`config.mk`:
```
export PLATFORM = sky130hd
export DESIGN_NAME = timer_incr_scheduler
export DESIGN_NICKNAME = d
export VERILOG_FILES = /design/src/rtl/timer_incr_scheduler.sv
export SDC_FILE = /design/constraint.sdc
export NUM_CORES = 1
export LEC_CHECK = 0
export CORE_UTILIZATION = 49
export CTS_CLUSTER_SIZE = 12
export DETAILED_ROUTE_END_ITERATION = 8
export PLACE_DENSITY = 0.76
export REMOVE_ABC_BUFFERS = 1
export SETUP_SLACK_MARGIN = 0.1
export SLEW_MARGIN = 20
export SYNTH_ARGS = -nofsm -noshare
export SYNTH_HDL_FRONTEND = slang
export SYNTH_SLANG_ARGS = --single-unit
```
`constraint.sdc`:
```
create_clock -name SIM_CLK -period 2.9 [get_ports SIM_CLK]
set_clock_uncertainty 0.05 [all_clocks]
set_input_delay 0.58 -clock SIM_CLK [delete_from_list [all_inputs] [get_ports SIM_CLK]]
set_output_delay 0.58 -clock SIM_CLK [all_outputs]
set_load 0.05 [all_outputs]
```
`src/rtl/timer_incr_scheduler.sv`:
```
// Timer counter-increment scheduler: edge-detected requests, saturating pending counts, fixed-priority slot grant.
// Optional lost-increment flags enabled by defining TIMER_SCHED_LOST_EN.
module timer_incr_scheduler #(
  parameter int CNT_W = 2
) (
  input  logic       SIM_CLK,
  input  logic       SIM_RST,
  input  logic [4:0] TREQ,
  input  logic       T6_EN,
  input  logic       SLOT_STB,
  input  logic       INC_OVF,
  input  logic       LOST_CLR,
  output logic       INC_VALID,
  output logic [5:0] INC_SEL,
  output logic [4:0] INC_ADDR,
  output logic       BUSY,
  output logic [5:0] LOST
);

  // state | meaning: S_IDLE wait for slot | S_ISSUE command on outputs | S_SAMPLE capture INC_OVF
  typedef enum logic [1:0] {S_IDLE, S_ISSUE, S_SAMPLE} state_t;

  localparam logic [CNT_W-1:0] PMAX = '1;

  state_t           state;
  logic [CNT_W-1:0] pend     [6];
  logic [CNT_W-1:0] pend_nxt [6];
  logic [4:0]       treq_prev;
  logic [5:0]       inc, dec, sat, gnt_oh, lost_nxt;
  logic [4:0]       gnt_addr;
  logic             granting, t1_granted, busy_nxt;

  always_comb begin
    gnt_oh   = '0;
    gnt_addr = '0;
    // Scan from lowest priority upward so the highest-priority channel is written last.
    for (int i = 5; i >= 0; i--) begin
      if (pend[i] != '0) begin
        gnt_oh   = 6'(1) << i;
        gnt_addr = 5'(20 + i);
      end
    end
    granting = (state == S_IDLE) && SLOT_STB && (gnt_oh != '0);
    dec      = granting ? gnt_oh : 6'b0;
    inc[0]   = (state == S_SAMPLE) && t1_granted && INC_OVF;
    inc[5:1] = TREQ & ~treq_prev & {T6_EN, 4'b1111};
    busy_nxt = 1'b0;
    for (int i = 0; i < 6; i++) begin
      sat[i]      = 1'b0;
      pend_nxt[i] = pend[i];
      if (inc[i] && !dec[i]) begin
        if (pend[i] == PMAX) sat[i] = 1'b1;
        else pend_nxt[i] = pend[i] + 1'b1;
      end else if (dec[i] && !inc[i]) begin
        pend_nxt[i] = pend[i] - 1'b1;
      end
    end
    if (!T6_EN) pend_nxt[5] = '0;
    for (int i = 0; i < 6; i++) busy_nxt = busy_nxt | (pend_nxt[i] != '0);
`ifdef TIMER_SCHED_LOST_EN
    lost_nxt = (LOST & ~{6{LOST_CLR}}) | sat;
`else
    lost_nxt = sat & {6{LOST_CLR}} & 6'b0;
`endif
  end

  always_ff @(posedge SIM_CLK) begin
    if (SIM_RST) begin
      state      <= S_IDLE;
      pend       <= '{default: '0};
      treq_prev  <= TREQ;
      INC_VALID  <= 1'b0;
      INC_SEL    <= '0;
      INC_ADDR   <= '0;
      BUSY       <= 1'b0;
      LOST       <= '0;
      t1_granted <= 1'b0;
    end else begin
      treq_prev <= TREQ;
      pend      <= pend_nxt;
      BUSY      <= busy_nxt;
      LOST      <= lost_nxt;
      INC_VALID <= 1'b0;
      INC_SEL   <= '0;
      INC_ADDR  <= '0;
      case (state)
        S_IDLE: begin
          if (granting) begin
            INC_VALID  <= 1'b1;
            INC_SEL    <= gnt_oh;
            INC_ADDR   <= gnt_addr;
            t1_granted <= gnt_oh[1];
            state      <= S_ISSUE;
          end
        end
        S_ISSUE:  state <= S_SAMPLE;
        S_SAMPLE: state <= S_IDLE;
        default:  state <= S_IDLE;
      endcase
    end
  end

endmodule

```
==> results of run 1 <==
[layout by cell type, fill, tap and decap left out, drive strengths merged, types with 4 or more instances in the layout]
cell type and count:
a21oi 4, buf 4, clkbuf 8, clkdlybuf4s50 22, conb 6, dfxtp 33, ha 14, inv 15
nand2 8, nand2b 4, nor2 15, nor2b 11, nor3 9, nor4 4, or3 4, xnor2 4
[metal layers]
layer  share of wire  global-route usage  vias up
li1                -                   -      631
met5               0                   0        -
met4           0.030               0.106        0
met1            0.44               0.220      591
met2            0.48               0.334       41
met3           0.049              0.0524        8
[cell type report]
class                           count  share of cell area
Clock buffer                        8              0.0254
Multi-Input combinational cell    118               0.442
Sequential cell                    33               0.344
Tap cell                           44              0.0287
Inverter                           15              0.0293
Timing Repair Buffer               26               0.130
[critical path, delay by kind of cell]
family | cells | cell delay, ps
compound gates | 2 | 250
xor+xnor | 1 | 230
simple gates | 3 | 1260
buf+inv | 1 | 450
[worst max-delay path by stage]
stage | end | slack (ps) | depth (start not counted)
2_1_floorplan | BUSY$_SDFF_PP0_ | 510 | 6
6_report | BUSY$_SDFF_PP0_ | 270 | 7
4_1_cts | BUSY$_SDFF_PP0_ | 290 | 7
3_5_place_dp | BUSY$_SDFF_PP0_ | -70 | 7
3_3_place_gp | BUSY$_SDFF_PP0_ | -10 | 7
5_1_grt | BUSY$_SDFF_PP0_ | 190 | 7
[power by group]
part           switching [mW]  total, mW  leakage [nW]  internal, mW
Combinational           0.246      0.402         0.489         0.156
Clock                   0.137      0.234        0.0265        0.0965
Sequential             0.0198      0.516         0.271         0.496
[stage by stage]
| step | TNS, ps | instance area (µm²) |
|---|---|---|
| after floorplan | 0 | 1570 |
| after global placement | -13.3 | 1870 |
| after detailed placement | -65.0 | 1870 |
| after CTS | 0 | 1920 |
| after global routing | 0 | 1920 |
| final | 0 | 1920 |
[cells by family (layout without fill, tap and decap cells)]
kind of cell | Yosys count | in the layout
XOR/XNOR | 5 | 5
AND/OR/NAND/NOR | 68 | 68
flip-flops | 33 | 33
adder cells (fa/ha/maj) | 14 | 14
buffers and inverters | 29 | 49
AO/OA/AOI/OAI | 20 | 20
other | 1 | 6
multiplexers | 5 | 5
[registers in the layout, indices dropped and copies added, names as in the netlist]
name	flops
state	2
pend	12
t1_granted	1
INC_VALID	1
treq_prev	5
INC_ADDR	5
BUSY	1
INC_SEL	6
==> results.toml, run 1 <==
[run_status]
run_status = "complete, no violations"

[clocking]
cts_tree = "yes"
clock_latency_ps = 330
cts_buffers = 5
cts_buffer_depth = 2
cts.sink_count = 33
root_buffer = "clkbuf_4"
cts.hold.buffers_added = 0
cts_setup_buffers = 0
clk_pin_slew_ps = 90
htree_num_levels = 2
cts.repair.resized = 0

[layout]
drive_above_1_share = 0.0800
fin_util = 0.619
syn2layout_area_growth_pct = 18.0
ff_latch_area_um2 = 661
insertedDiodeCount = 0
multi_input_area_um2 = 850
fill_cells = 282
final_cells = 244
finalNetCount = 224

[power_and_ir_drop]
power_mw = 1.15
power.leakage_nw = 0.787
power.density_mw_per_mm2 = 600
ir_drop_mv = 0.367

[floorplan]
start_util = 0.525
die_area_mm2 = 0.00356
die_h_um = 59.6
core_area_mm2 = 0.00310
rows = 20
die_w_um = 59.6
io_pins = 30

[synth]
yosys-mux-area-fraction = 0.0323
ys_warn_count = 0
async_flop_share = 0
synth_top_cell_area_share = 0.406
ys_seq_area_frac = 0.406
synthTopCellsByArea = "dfxtp_1, ha_1, nor2b_1"
yosys.area_share.xor_xnor = 0.0269
netlist_area_mm2 = 0.00163
netlist_instances = 175
synth_compound_area_frac = 0.0999
yosys.area_share.simple = 0.241
synth_top_family_by_area = "simple AND/OR/NAND/NOR gates"
synth.most_common_cell = "dfxtp_1"
ys_types = 45
synth-seq-cells = 33
synthTopCellsByCount = "dfxtp_1, inv_1, nor2_1"
postSynthAreaPerCell_um2 = 9.30
synth_top_area_cell = "dfxtp_1"
synth_adder_area_share = 0.108
synth_edf_count = 0
synthFlopType = "dfxtp_1"

[detailed_routing]
ant_nets = 0
wl_per_cell_um = 12.1
dr.pass1.iters = 4
drtIter0Drc = 27
drc_errors = 0
drt_wl_total_mm = 2.96
vias_per_cell = 5.21
vias = 1271

[min_path]
whs_path_depth = 1
hold_end = "state[1]$_SDFFE_PP0P_"
min_from = "state[1]$_SDFFE_PP0P_"
hp-class = "register to register"

[timing]
rsz0062_at_grt = "false"
worst_pin_slew_ps = 501
hold_ws_ps = 438
finalSetupViolCount = 0
min_period_ps = 2630
drv_slew = 0
fmax_mhz = 380
hold_viol = 0
relSlewSlack = 0.665
timing.final.crit_share = 0.908
fin_ws_ps = 267

[run]
drv_cap = 0

[worst_setup_path]
cp-end-kind = "register"
max_stage_delay_ps = 450
ff2ff_path_depth = 8
rr_endpoint = "BUSY$_SDFF_PP0_"
cp_cell_sequence = "clkdlybuf4s50_1 > or3b_4 > or3_1 > xor2_1 > a222oi_1 > nor4_1 > a41oi_2"
criticalPathCategory = "input pin to register"
crit_path_start = "SLOT_STB"
path_max_fanout = 7
r2r_start = "pend[8]$_SDFF_PP0_"
reg2reg_slack_ps = 540
slowest_stage = "clkdlybuf4s50_1"
cp.arrival_ps = 2780
start_kind = "input pin"
required_ps = 3050

[placement]
hpwl_mm = 2.40
io_buffers = 22
place_inst = 236
gp_congestion = 0.762
pre_cts_slack_ps = -65.0

[global_route]
grt-ovfl-total = 0
grt_pass1_vias = 1203
antenna_found_initial = 0
grt.total_usage = 0.195
grt_pass1_wl_mm = 5.04
grt_max_degree = 15
Note: power is estimated with default switching activity, not from simulation.
==> run 2: changes to the inputs <==
Settings changed: GPL_TIMING_DRIVEN set to 0, MAX_ROUTING_LAYER set to met4.
==> results.toml, run 2 (synthesis results as in run 1) <==
[run_status]
run_status = "complete, no violations"

[timing]
drv_slew = 0
min_period_ps = 2720
fin_ws_ps = 181
worst_pin_slew_ps = 673
hold_viol = 0
timing.final.crit_share = 0.938
finalSetupViolCount = 0
relSlewSlack = 0.550
rsz0062_at_grt = "false"
fmax_mhz = 368

[detailed_routing]
vias = 1232
vias_per_cell = 5.13
drtIter0Drc = 31
wl_per_cell_um = 12.6
drc_errors = 0
ant_nets = 0
drt_wl_total_mm = 3.01
dr.pass1.iters = 4

[clocking]
cts_buffer_depth = 2
root_buffer = "clkbuf_4"
cts_setup_buffers = 0
cts_tree = "yes"
cts.repair.resized = 0
clock_latency_ps = 340
htree_num_levels = 2
cts_buffers = 5
cts.hold.buffers_added = 0
clk_pin_slew_ps = 90
cts.sink_count = 33

[placement]
hpwl_mm = 2.34
dpl-instance-area_mm2 = 0.00184
io_buffers = 22
pre_cts_slack_ps = -122
gp_congestion = 0.751

[worst_setup_path]
cp-end-kind = "register"
ff2ff_path_depth = 8
required_ps = 3040
rr_endpoint = "BUSY$_SDFF_PP0_"
start_kind = "input pin"
r2r_start = "pend[10]$_SDFF_PP0_"
path_max_fanout = 13
criticalPathCategory = "input pin to register"
cp.arrival_ps = 2860
reg2reg_slack_ps = 310

[floorplan]
die_area_mm2 = 0.00356
die_h_um = 59.6
core_area_mm2 = 0.00310
start_util = 0.525
die_w_um = 59.6
io_pins = 30
rows = 20

[global_route]
grt_pass1_wl_mm = 4.92
grt_pass1_vias = 1165
grt_max_degree = 20
grt.total_usage = 0.196
antenna_found_initial = 0
grt-ovfl-total = 0

[layout]
fill_cells = 288
largest_reg_flops = 12
mostFrequentLayoutCells = "dfxtp_1, clkdlybuf4s50_1, inv_1, nor2_1, ha_1"
layout_commonest_cell = "dfxtp_1"
finalNetCount = 220
stdcell_area_mm2 = 0.00193
max_flop_register = "pend"
reg_top3 = "pend (12), INC_SEL (6)"
syn2layout_area_growth_pct = 18.4
drive_above_1_share = 0.0714
insertedDiodeCount = 0
multi_input_area_um2 = 850
fin_util = 0.621
ff_latch_area_um2 = 661

[min_path]
whs_path_depth = 1
min_from = "state[1]$_SDFFE_PP0P_"
hold_end = "state[1]$_SDFFE_PP0P_"
hp-class = "register to register"

[power_and_ir_drop]
power.density_mw_per_mm2 = 655
ir_drop_mv = 0.358
power.leakage_nw = 0.786

[run]
drv_cap = 0
==> run 2: cell count changes in the layout (fill, tap and decap cells not counted), sizes merged <==
cell,delta
buf,-4
bufinv,+1
clkbuf,-1
==> run 2: layout make-up <==
type                    count  share of cell area
inverters                  15              0.0292
flip-flops and latches     33               0.343
clock buffers               7              0.0286
clock inverters             1              0.0156
repair buffers             22               0.114
multi-input cells         118               0.441
well taps                  44              0.0286
==> run 2: power breakdown <==
group	total (mW)	internal, mW	leakage (nW)	switching [mW]
clock	0.359	0.206	0.0455	0.153
sequential	0.518	0.496	0.271	0.0212
combinational	0.386	0.144	0.470	0.242
total	1.26	0.846	0.786	0.416
==> run 2: worst max-delay path by stage <==
stage	startpoint	endpoint	cells past startpoint
after detailed placement	SLOT_STB	BUSY$_SDFF_PP0_	7
after global routing	pend[8]$_SDFF_PP0_	BUSY$_SDFF_PP0_	8
after floorplan	SLOT_STB	BUSY$_SDFF_PP0_	6
after global placement	SLOT_STB	BUSY$_SDFF_PP0_	7
final	SLOT_STB	BUSY$_SDFF_PP0_	7
after CTS	SLOT_STB	BUSY$_SDFF_PP0_	7
==> run 2: per-stage QoR <==
step	total power, mW	hold WS, ps	setup TNS [ps]	instances
finish	1.26	440	0	240
floorplan	0.811	384	0	166
CTS	1.27	444	0	240
global placement	0.896	417	-117	232
global route	1.33	478	0	240
detailed placement	0.912	431	-122	232
==> run 2: worst max-delay path, stage by stage <==
cell	delay, ps
clkdlybuf4s50_1	450
or3b_4	470
or3_1	460
xor2_1	270
a222oi_1	140
nor4_1	360
a41oi_2	130
==> run 2: metal layers <==
metal	share of wire	global-route usage	routed length, µm	vias up
li1	-	-	-	627
met1	0.43	0.211	1280	574
met2	0.51	0.329	1540	25
met3	0.048	0.0742	145	6
met4	0.014	0.0664	42	0
met5	0	-	0	-
